File: src/rtl/ukp_seq_if.sv
// ukp_seq_if: transmitter request/accept channel between the microcode
// sequencer and the USB line serializer.
//   tx_valid  sequencer -> serializer  request pending
//   tx_ready  serializer -> sequencer  request accepted this clk
//   tx_cmd    sequencer -> serializer  0=byte, 1=EOP, 2=hold SE0, 3=release
//   tx_data   sequencer -> serializer  byte (cmd 0) or EOP immediate (cmd 1)
// master = sequencer side, slave = serializer side.
interface ukp_seq_if;
  logic       tx_valid;
  logic       tx_ready;
  logic [1:0] tx_cmd;
  logic [7:0] tx_data;

  modport master (output tx_valid, output tx_cmd, output tx_data, input tx_ready);
  modport slave  (input tx_valid, input tx_cmd, input tx_data, output tx_ready);
endinterface

File: src/rtl/ukp_seq.sv
// ukp_seq: microcode sequencer for the USB low-speed keyboard/pad host.
// Fetches 4-bit nibbles from the program ROM (two clks per nibble: present
// address, then sample data), decodes/executes them and drives the line
// transmitter request channel plus receiver control pulses.
//
// Ports
//   clk       system clock
//   reset     asynchronous, active-high reset
//   rom_adr   nibble address to ROM (ROM answers on the following clk)
//   rom_data  ROM nibble
//   tick_1ms  one-clk frame pulse (releases the wait opcode)
//   conn_i    device-connected status (bc)
//   act_i     bus-activity status (bz)
//   nak_i     last handshake NAK/timeout (bnak)
//   tx        transmitter request channel (ukp_seq_if.master)
//   rx_start  one-clk pulse: clear receiver
//   rx_en     one-clk pulse: arm receiver
//   tgl       toggle flag
//
// Build option
//   UKP_TXTO_EN  when defined, a transmitter request left unaccepted for
//                TX_TIMEOUT consecutive clks is abandoned (pc and retpc
//                return to 0, cnt and tgl are kept). Without it the
//                sequencer waits for tx_ready indefinitely.
module ukp_seq #(
  parameter int unsigned ADR_W      = 14,
  parameter int unsigned TX_TIMEOUT = 4096
) (
  input  logic             clk,
  input  logic             reset,
  output logic [ADR_W-1:0] rom_adr,
  input  logic [3:0]       rom_data,
  input  logic             tick_1ms,
  input  logic             conn_i,
  input  logic             act_i,
  input  logic             nak_i,
  ukp_seq_if.master        tx,
  output logic             rx_start,
  output logic             rx_en,
  output logic             tgl
);

  typedef enum logic [2:0] {
    FETCH_OP,
    FETCH_IMM,
    EXEC,
    TX_WAIT,
    TICK_WAIT
  } state_t;

  state_t           r_state;
  logic             r_ph;      // 0: address presented, 1: ROM data valid
  logic [3:0]       r_op;
  logic [1:0]       r_nib;     // immediate nibble index, LSN first
  logic [11:0]      r_imm;
  logic             r_cond;    // branch condition captured with last target nibble
  logic [ADR_W-1:0] r_pc;
  logic [ADR_W-1:0] r_retpc;
  logic [7:0]       r_cnt;
  logic             r_valid;
  logic [1:0]       r_cmd;
  logic [7:0]       r_data;
  logic             r_rxs;
  logic             r_rxe;
  logic             r_tgl;

`ifdef UKP_TXTO_EN
  localparam int unsigned TO_W = (TX_TIMEOUT > 1) ? $clog2(TX_TIMEOUT) : 1;
  logic [TO_W-1:0] r_to;
`else
  // Timeout logic absent; the parameter stays so both builds share one
  // instantiation.
  if (TX_TIMEOUT == 0) begin : g_txto_unused
  end
`endif

  // Number of immediate nibbles following each opcode.
  function automatic logic [1:0] imm_len(input logic [3:0] op);
    case (op)
      4'h1, 4'h3, 4'h6, 4'h8, 4'h9, 4'ha, 4'hb: imm_len = 2'd2;
      4'hf:                                     imm_len = 2'd3;
      default:                                  imm_len = 2'd0;
    endcase
  endfunction

  logic [1:0]       w_last_nib;
  logic             w_cond;
  logic [ADR_W-1:0] w_pc_inc;
  logic [ADR_W-1:0] w_br_dest;
  logic [ADR_W-1:0] w_call_dest;
  logic [7:0]       w_cnt_dec;

  assign w_last_nib  = imm_len(r_op) - 2'd1;
  assign w_pc_inc    = r_pc + ADR_W'(1);
  // Targets are word-aligned and zero-extended to the ROM address width.
  assign w_br_dest   = ADR_W'({r_imm[7:0], 2'b00});
  assign w_call_dest = ADR_W'({r_imm, 2'b00});
  assign w_cnt_dec   = r_cnt - 8'd1;

  always_comb begin
    w_cond = 1'b0;
    case (r_op)
      4'h8:    w_cond = act_i;
      4'h9:    w_cond = conn_i;
      4'ha:    w_cond = nak_i;
      default: w_cond = 1'b0;
    endcase
  end

  always_ff @(posedge clk or posedge reset) begin
    if (reset) begin
      r_state <= FETCH_OP;
      r_ph    <= 1'b0;
      r_op    <= '0;
      r_nib   <= '0;
      r_imm   <= '0;
      r_cond  <= 1'b0;
      r_pc    <= '0;
      r_retpc <= '0;
      r_cnt   <= '0;
      r_valid <= 1'b0;
      r_cmd   <= '0;
      r_data  <= '0;
      r_rxs   <= 1'b0;
      r_rxe   <= 1'b0;
      r_tgl   <= 1'b0;
`ifdef UKP_TXTO_EN
      r_to    <= '0;
`endif
    end else begin
      r_rxs <= 1'b0;
      r_rxe <= 1'b0;

      case (r_state)
        FETCH_OP: begin
          if (!r_ph) begin
            r_ph <= 1'b1;
          end else begin
            r_ph  <= 1'b0;
            r_op  <= rom_data;
            r_nib <= '0;
            r_pc  <= w_pc_inc;
            if (imm_len(rom_data) == 2'd0) r_state <= EXEC;
            else                           r_state <= FETCH_IMM;
          end
        end

        FETCH_IMM: begin
          if (!r_ph) begin
            r_ph <= 1'b1;
          end else begin
            r_ph  <= 1'b0;
            r_pc  <= w_pc_inc;
            r_nib <= r_nib + 2'd1;
            case (r_nib)
              2'd0:    r_imm[3:0]  <= rom_data;
              2'd1:    r_imm[7:4]  <= rom_data;
              default: r_imm[11:8] <= rom_data;
            endcase
            if (r_nib == w_last_nib) begin
              r_cond  <= w_cond;
              r_state <= EXEC;
            end
          end
        end

        EXEC: begin
          r_state <= FETCH_OP;
`ifdef UKP_TXTO_EN
          r_to    <= '0;
`endif
          case (r_op)
            4'h1: r_cnt <= r_imm[7:0];
            4'h2: r_rxs <= 1'b1;
            4'h3: begin
              r_valid <= 1'b1;
              r_cmd   <= 2'd1;
              r_data  <= r_imm[7:0];
              r_state <= TX_WAIT;
            end
            4'h4: begin
              r_valid <= 1'b1;
              r_cmd   <= 2'd2;
              r_data  <= '0;
              r_state <= TX_WAIT;
            end
            4'h5: begin
              r_valid <= 1'b1;
              r_cmd   <= 2'd3;
              r_data  <= '0;
              r_state <= TX_WAIT;
            end
            4'h6: begin
              r_valid <= 1'b1;
              r_cmd   <= 2'd0;
              r_data  <= r_imm[7:0];
              r_state <= TX_WAIT;
            end
            4'h7: r_pc <= r_retpc;
            4'h8, 4'h9, 4'ha: begin
              if (r_cond) r_pc <= w_br_dest;
            end
            4'hb: begin
              // cnt=0 wraps to 255, which is non-zero, so the branch is taken.
              r_cnt <= w_cnt_dec;
              if (w_cnt_dec != 8'd0) r_pc <= w_br_dest;
            end
            4'hc: r_tgl <= ~r_tgl;
            4'hd: r_rxe <= 1'b1;
            4'he: begin
              // A tick in this very clk releases the wait; earlier ticks are lost.
              if (!tick_1ms) r_state <= TICK_WAIT;
            end
            4'hf: begin
              // r_pc already points past the four call nibbles.
              r_retpc <= r_pc;
              r_pc    <= w_call_dest;
            end
            default: ;
          endcase
        end

        TX_WAIT: begin
          if (tx.tx_ready) begin
            r_valid <= 1'b0;
            r_state <= FETCH_OP;
          end
`ifdef UKP_TXTO_EN
          else if (r_to == TO_W'(TX_TIMEOUT - 1)) begin
            r_valid <= 1'b0;
            r_pc    <= '0;
            r_retpc <= '0;
            r_state <= FETCH_OP;
          end else begin
            r_to <= r_to + TO_W'(1);
          end
`endif
        end

        TICK_WAIT: begin
          if (tick_1ms) r_state <= FETCH_OP;
        end

        default: r_state <= FETCH_OP;
      endcase
    end
  end

  assign rom_adr     = r_pc;
  assign tx.tx_valid = r_valid;
  assign tx.tx_cmd   = r_cmd;
  assign tx.tx_data  = r_data;
  assign rx_start    = r_rxs;
  assign rx_en       = r_rxe;
  assign tgl         = r_tgl;

endmodule

File: src/flat_wrapper.sv
// flat-port wrapper written by rule: the top's interface ports become plain ports
module ukp_seq_flat 
#(
  parameter int unsigned ADR_W      = 14,
  parameter int unsigned TX_TIMEOUT = 4096
)
  (clk, reset, rom_adr, rom_data, tick_1ms, conn_i, act_i, nak_i, rx_start, rx_en, tgl, tx_tx_valid, tx_tx_cmd, tx_tx_data, tx_tx_ready);
  ukp_seq_if tx_i ();
  input  logic clk;
  input  logic reset;
  output logic [ADR_W-1:0] rom_adr;
  input  logic [3:0] rom_data;
  input  logic tick_1ms;
  input  logic conn_i;
  input  logic act_i;
  input  logic nak_i;
  output logic rx_start;
  output logic rx_en;
  output logic tgl;
  output wire logic [$bits(tx_i.tx_valid)-1:0] tx_tx_valid;
  output wire logic [$bits(tx_i.tx_cmd)-1:0] tx_tx_cmd;
  output wire logic [$bits(tx_i.tx_data)-1:0] tx_tx_data;
  input wire logic [$bits(tx_i.tx_ready)-1:0] tx_tx_ready;
  assign tx_tx_valid = tx_i.tx_valid;
  assign tx_tx_cmd = tx_i.tx_cmd;
  assign tx_tx_data = tx_i.tx_data;
  assign tx_i.tx_ready = tx_tx_ready;
  ukp_seq #(.ADR_W(ADR_W), .TX_TIMEOUT(TX_TIMEOUT)) u_core (.clk(clk), .reset(reset), .rom_adr(rom_adr), .rom_data(rom_data), .tick_1ms(tick_1ms), .conn_i(conn_i), .act_i(act_i), .nak_i(nak_i), .tx(tx_i), .rx_start(rx_start), .rx_en(rx_en), .tgl(tgl));
endmodule
File: config.mk
export PLATFORM = sky130hd
export DESIGN_NAME = ukp_seq_flat
export DESIGN_NICKNAME = d
export VERILOG_FILES = /design/src/rtl/ukp_seq_if.sv /design/src/rtl/ukp_seq.sv /design/src/flat_wrapper.sv
export SDC_FILE = /design/constraint.sdc
export NUM_CORES = 1
export LEC_CHECK = 0
export BUFFER_PORTS_ARGS = -buffer_cell sky130_fd_sc_hd__buf_2
export CORE_MARGIN = 1
export CORE_UTILIZATION = 53
export CTS_CLUSTER_DIAMETER = 50
export DETAILED_ROUTE_END_ITERATION = 8
export MAX_ROUTING_LAYER = met4
export PLACE_DENSITY = 0.72
export REMOVE_ABC_BUFFERS = 1
export SLEW_MARGIN = 20
export SYNTH_ARGS = -nofsm -noshare
export SYNTH_HDL_FRONTEND = slang
export SYNTH_SLANG_ARGS = --single-unit
export TNS_END_PERCENT = 100
File: constraint.sdc
create_clock -name clk -period 2.5 [get_ports clk]
set_clock_uncertainty 0.15 [all_clocks]
set_input_delay 0.5 -clock clk [delete_from_list [all_inputs] [get_ports clk]]
set_output_delay 0.5 -clock clk [all_outputs]
set_load 0.02 [all_outputs]
Word-level counts from Yosys, hierarchy flattened
Memories as Yosys holds them, arrays and structs flattened.
Index checks and enable logic that the tools add are counted.
Widths: inputs -> output; s select.
{"block": "word_totals", "regBits": 73, "rom_bits": 64, "in_bits": 11, "output_inout_bits": 28, "n_memories": 2}
{"memory": "(no name shown)", "depth": 16, "word_bits": 2, "rd": 1, "rd_clocked_by_memory_dff": 0, "wr": 0, "line": "ukp_seq.sv:79", "rtl": "case (op)"}
{"memory": "(no name shown)", "depth": 16, "word_bits": 2, "rd": 1, "rd_clocked_by_memory_dff": 0, "wr": 0, "line": "ukp_seq.sv:79"}
{"block": "op_classes", "addsub": 4, "n_eq_ne": 31, "mux": 31, "bitwise_logic": 2, "reduce_logical": 30}
{"operator": "$pmux 14 s4", "n": 1}
{"operator": "$mux 14", "n": 3}
{"operator": "$eq 4x4->1 const B", "n": 8}
{"operator": "$pmux 8 s2", "n": 2}
{"operator": "$pmux 14 s2", "n": 1}
{"operator": "$mux 3", "n": 6}
{"operator": "$reduce_and 3->1", "n": 6}
{"operator": "$eq 4x3->1 const B", "n": 4}
{"operator": "$pmux 3 s5", "n": 1}
{"operator": "$add 14x1->14 const B", "n": 1}
{"operator": "$reduce_and 2->1", "n": 6}
{"operator": "$mux 2", "n": 5}
{"operator": "$reduce_and 5->1", "n": 2}
{"operator": "$reduce_bool 2->1", "n": 5}
{"operator": "$eq 4x2->1 const B", "n": 2}
{"operator": "$ne 2x1->1 const B", "n": 4}
{"operator": "$pmux 2 s4", "n": 1}
{"operator": "$reduce_bool 8->1", "n": 1}
{"operator": "$reduce_or 2->1", "n": 4}
{"operator": "$sub 8x1->8 const B", "n": 1}
{"operator": "$mux 1", "n": 7}
{"operator": "$eq 3x2->1 const B", "n": 2}
{"operator": "$ne 2x2->1 const B", "n": 3}
{"operator": "$ne 3x2->1 const B", "n": 2}
{"operator": "18 further kinds", "n": 20}

Logic depth before layout (Yosys ltp)
An unclocked memory read counts as a cell.
{"block": "depth", "depth_word": 7, "mapped_depth": 8, "depth_no_buf": 7}

Worst setup path after synthesis
OpenSTA, ideal clock, no wires.
{"block": "synth_path", "path_type": "flip-flop to flip-flop", "startpoint": "register u_core.r_cnt[1]", "endpoint": "register u_core.r_pc[1] (netlist: u_core.rom_adr[1])", "setup_ns": 0.128, "t_arrival_ns": 1.768, "required_ns": 2.222, "slack_ns": 0.454, "path_stages_with_launch": 8, "n_path_buf": 0, "path_cell_list": "dfrtp_1 > inv_1 > ha_1 > nor4bb_1 > and4_1 > a21oi_2 > o21ai_2 > mux2_1"}
{"block": "synth_between", "elab_chain_len": 4}
{"item": "start, declared", "line": "ukp_seq.sv:59", "rtl": "logic [7:0] r_cnt;"}
{"item": "start signal, assigned", "line": "ukp_seq.sv:173", "rtl": "4'h1: r_cnt <= r_imm[7:0];"}
{"item": "start signal, assigned", "line": "ukp_seq.sv:205", "rtl": "r_cnt <= w_cnt_dec;"}
{"item": "$sub 8x1->8", "line": "ukp_seq.sv:98", "rtl": "assign w_cnt_dec = r_cnt - 8'd1;"}
{"item": "$reduce_bool 8->1", "line": "ukp_seq.sv:206", "rtl": "if (w_cnt_dec != 8'd0) r_pc <= w_br_dest;"}
{"item": "$ne 3x2->1 (no source line)"}
{"item": "$reduce_and 5->1 (no source line)"}
{"item": "end signal, assigned", "line": "ukp_seq.sv:201", "rtl": "if (r_cond) r_pc <= w_br_dest;"}
{"item": "end signal, assigned", "line": "ukp_seq.sv:206"}
{"item": "end signal, assigned", "line": "ukp_seq.sv:217", "rtl": "r_pc <= w_call_dest;"}
{"item": "end, declared", "line": "ukp_seq.sv:57", "rtl": "logic [ADR_W-1:0] r_pc;"}
No other way between the ends.
A chain may end at the register's enable or synchronous reset.

Worst setup path in the final report
{"block": "layout_path", "startpoint": "register u_core.r_state[1]", "endpoint": "register u_core.r_retpc[8]"}
{"block": "layout_between", "elab_chain_len": 2}
{"item": "start, declared", "line": "ukp_seq.sv:51", "rtl": "state_t r_state;"}
{"item": "start signal, assigned", "line": "ukp_seq.sv:112", "rtl": "r_state <= FETCH_OP;"}
{"item": "start signal, assigned", "line": "ukp_seq.sv:143", "rtl": "if (imm_len(rom_data) == 2'd0) r_state <= EXEC;"}
{"item": "start signal, assigned", "line": "ukp_seq.sv:144", "rtl": "else r_state <= FETCH_IMM;"}
{"item": "$eq 3x2->1", "line": "ukp_seq.sv:134", "rtl": "case (r_state)"}
{"item": "$reduce_and 2->1 (no source line)"}
{"item": "end signal, assigned", "line": "ukp_seq.sv:216", "rtl": "r_retpc <= r_pc;"}
{"item": "end, declared", "line": "ukp_seq.sv:58", "rtl": "logic [ADR_W-1:0] r_retpc;"}
No other way between the ends.

==> flow_summary_export.csv <==
group,metric,value,unit
outcome,run_status,"finished, final reports clean",
setup_path,worst_path_dominant_cell_family,"simple AND/OR/NAND/NOR gates",
sta,timing.final.crit_share,89.5,%
floorplan,core,6980,µm²
setup_path,timing.critical_path.slowest_stage_cell,"sky130_fd_sc_hd__dfrtp_1",
synthesis,syn-instance-count,383,
drt,wire_per_inst,17.3,µm
drt,drtPass1Iterations,4,
sta,final_setup_viols,0,
drt,drc_errors,0,
synthesis,ys_seq_elements,73,
synthesis,synth_enable_flop_cells,0,
setup_path,cp.arrival,2320,ps
placed_design,finalWeightedCongestion,0.892,
power_and_ir_drop,vdd_ir_drop_max,0.581,mV
drt,finalWirelength,9090,µm
power_and_ir_drop,total_power,5580,µW
setup_path,crit_path_start_kind,"flip-flop",
worst_hold_path,worst_hold_path_type,"in -> async",
clock_network,clock_buffer_depth,2,
cells_and_area,antenna_cells_inserted,0,
drt,routed-via-count,3128,
clock_network,clk_transition_reported_paths,80,ps
synthesis,synth_top_area_cell,"sky130_fd_sc_hd__dfrtp_1",
setup_path,worstPathCellList,"nor3b_4 -> buf_4 -> nand4_2 -> mux2_2",
global_route,grt.overflow.total,0,
setup_path,timing.critical_path.fanout_max,16,
clock_network,cts_resized,0,
global_route,grt_pass1_vias,3046,
clock_network,clock_insertion_delay_worst_skew,350,ps
power_and_ir_drop,static-leakage-power,0.00197,µW
clock_network,clock_tree_from_tritoncts,"built",
sta,finalWorstPathRequiredPeriod,2240,ps
synthesis,fraction_of_synthesis_flops_using_an_asynchronous_set_or_reset_pin,100,%
sta,slew_headroom,60.1,%
synthesis,yosys_warnings,0,
placed_design,dp.final_hpwl,6580,µm
sta,post-route-worst-setup-slack,263,ps
placed_design,detailedPlace.worstSlack,211,ps
setup_path,worst-endpoint-required,2580,ps
drt,route.detailed.vias_per_inst,5.95,
clock_network,tritoncts.num_buffers,9,
clock_network,htreeDepth,3,
global_route,grt_pass1_wl,15500,µm
clock_network,clock_tree.root_cell,"sky130_fd_sc_hd__clkbuf_8",
drt,drt_first_iter_violations,185,
job,cap_viol_max_count,0,
floorplan,die_wd,88.0,µm
setup_path,critPathKind,"reg -> reg",
setup_path,crit_path_max_incr_delay,500,ps
synthesis,ys_top_cells_by_count,"sky130_fd_sc_hd__dfrtp_1, sky130_fd_sc_hd__mux2_2, sky130_fd_sc_hd__nand2_1, sky130_fd_sc_hd__nor2_1, sky130_fd_sc_hd__o21ai_0",
floorplan,die_ht,88.0,µm
floorplan,row_count,30,
floorplan,io_pins,39,
clock_network,post_cts.repair.setup_buffers,0,
synthesis,synth.avg_cell_area,10.2,µm²
sta,finalHoldViolCount,0,
cells_and_area,layout.nets,441,
synthesis,synth_cell_types,65,
floorplan,starting_utilization_of_the_core_area,56.2,%
synthesis,synth_top_area_share,46.6,%
synthesis,synthesis.area,3920,µm²
global_route,grt_max_degree,30,
clock_network,tritoncts_num_sinks,73,
sta,clock.fmax,0.447,GHz
clock_network,cts_hold_repair.buffers,0,
placed_design,portBuffers,38,
global_route,global_routing_usage_summed_across_all_routing_layers,27.5,%
sta,rsz0062_at_grt,"false",
sta,report.final.slew_viol_count,0,
synthesis,synth_top_cells_by_area,"sky130_fd_sc_hd__dfrtp_1, sky130_fd_sc_hd__mux2_2, sky130_fd_sc_hd__o21ai_0",
sta,setup_total_negative_slack,0,ps
setup_path,critPathBufInv,1,
power_and_ir_drop,power.density_cell_area,1270,nW/µm²
synthesis,ys_dominant_reg_cell,"sky130_fd_sc_hd__dfrtp_1",
floorplan,fp.dieArea,7750,µm²
synthesis,synthMostInstantiatedCell,"sky130_fd_sc_hd__dfrtp_1",
drt,antenna_violating_nets_post_route,0,
synthesis,synth-seq-area-share,46.6,%
setup_path,critical_path_sink_type,"flip-flop",
cells_and_area,areaGrowthSynthToFinish,12.5,%
cells_and_area,post_route_cells_drive_above_1_share,26.0,%
sta,worst_pin_slew,597,ps
global_route,antenna_violations_before_repair,0,
==> sequential cells by signal (all words and copies together) (netlist names), 2 cells and up <==
register / flops
u_core.r_imm: 12
u_core.r_nib: 2
u_core.r_state: 3
u_core.tx.tx_cmd: 2
u_core.r_cnt: 8
u_core.rom_adr: 14
u_core.r_retpc: 14
u_core.r_op: 4
u_core.tx.tx_data: 8
==> layer usage <==
| layer | vias up | share of wire, % | track usage (%) |
|---|---|---|---|
| li1 | 1508 | - | - |
| met1 | 1523 | 47 | 37.1 |
| met2 | 75 | 47 | 41.4 |
| met3 | 22 | 4.3 | 4.81 |
| met4 | 0 | 1.9 | 10.7 |
| met5 | - | 0 | - |
==> stage by stage <==
stage | area, µm² | instances | utilization (%) | hold slack (ps)
floorplan | 3800 | 363 | - | 294
global placement | 4220 | 510 | 60.4 | 300
detailed placement | 4220 | 510 | 60.4 | 303
CTS | 4400 | 526 | 63.1 | 48.3
global route | 4410 | 526 | 63.2 | 81.5
finish | 4410 | 526 | 63.2 | 39.0
==> cells by family (layout without fill, tap and decap cells) <==
group	count (synthesis)	after routing	share of synthesized area [%]
multiplexers	37	37	10.5
flip-flops	73	73	46.6
AO/OA/AOI/OAI	101	101	17.7
AND/OR/NAND/NOR	124	124	17.2
buffers and inverters	34	81	4.44
adder cells (fa/ha/maj)	5	5	1.60
XOR/XNOR	9	9	2.01
==> power breakdown <==
| group | total [µW] | switching [µW] | internal (µW) |
|---|---|---|---|
| clock network | 857 | 444 | 413 |
| logic | 2510 | 1440 | 1070 |
| registers | 2220 | 569 | 1650 |
| total | 5580 | 2450 | 3130 |
==> worst register-to-register path: stages (launching register included) <==
cell and delay, ps:
sky130_fd_sc_hd__dfrtp_1 500, sky130_fd_sc_hd__nor3b_4 330, sky130_fd_sc_hd__buf_4 250, sky130_fd_sc_hd__nand4_2 440
sky130_fd_sc_hd__mux2_2 450
==> area by class of cell <==
cell class / instances / area [µm²]
Clock buffer: 12 / 155
Clock inverter: 4 / 27.5
Fill cell: 583 / 2570
Inverter: 14 / 52.6
Multi-Input combinational cell: 276 / 1930
Sequential cell: 73 / 1830
Tap cell: 96 / 120
Timing Repair Buffer: 51 / 300
==> final timing paths <==
path	slack [ps]	end	depth (start not counted)	start
max in group asynchronous	1470	u_core.rom_adr[2]$_DFFE_PP0P_	3	reset
max	260	u_core.r_retpc[8]$_DFFE_PP0P_	4	u_core.r_state[1]$_DFFE_PP0P_
max reg2reg	260	u_core.r_retpc[8]$_DFFE_PP0P_	4	u_core.r_state[1]$_DFFE_PP0P_
min reg2reg	320	u_core.tgl$_DFFE_PP0P_	1	u_core.tgl$_DFFE_PP0P_
min	40	u_core.r_imm[6]$_DFFE_PP0P_	2	reset
min in group clk	320	u_core.tgl$_DFFE_PP0P_	1	u_core.tgl$_DFFE_PP0P_
==> cells in the final DEF, fill, tap and decap left out, types with 3 or more instances in the layout <==
cell type                     n
sky130_fd_sc_hd__nor4_1      10
sky130_fd_sc_hd__nand3_1     11
sky130_fd_sc_hd__inv_1       12
sky130_fd_sc_hd__a22oi_1      6
sky130_fd_sc_hd__ha_1         5
sky130_fd_sc_hd__buf_4       12
sky130_fd_sc_hd__nor3_1      11
sky130_fd_sc_hd__buf_2       38
sky130_fd_sc_hd__o21ai_0     26
sky130_fd_sc_hd__and2_1       3
sky130_fd_sc_hd__mux2_2      31
sky130_fd_sc_hd__a22o_1      11
sky130_fd_sc_hd__and4_1       3
sky130_fd_sc_hd__o22ai_1      7
sky130_fd_sc_hd__nand2b_1     4
sky130_fd_sc_hd__nand2_1     27
sky130_fd_sc_hd__nand4_1      6
sky130_fd_sc_hd__clkbuf_8    11
sky130_fd_sc_hd__mux2i_1      5
sky130_fd_sc_hd__dfrtp_1     73
sky130_fd_sc_hd__nor3b_1      3
sky130_fd_sc_hd__o31ai_1      3
sky130_fd_sc_hd__o211ai_1     3
sky130_fd_sc_hd__or3_1        3
sky130_fd_sc_hd__a31oi_1      3
sky130_fd_sc_hd__a21oi_1     17
sky130_fd_sc_hd__clkinvlp_4   3
sky130_fd_sc_hd__xor2_1       3
sky130_fd_sc_hd__nor2_1      26
sky130_fd_sc_hd__xnor2_1      6
Power figures use the tool's default switching activity.
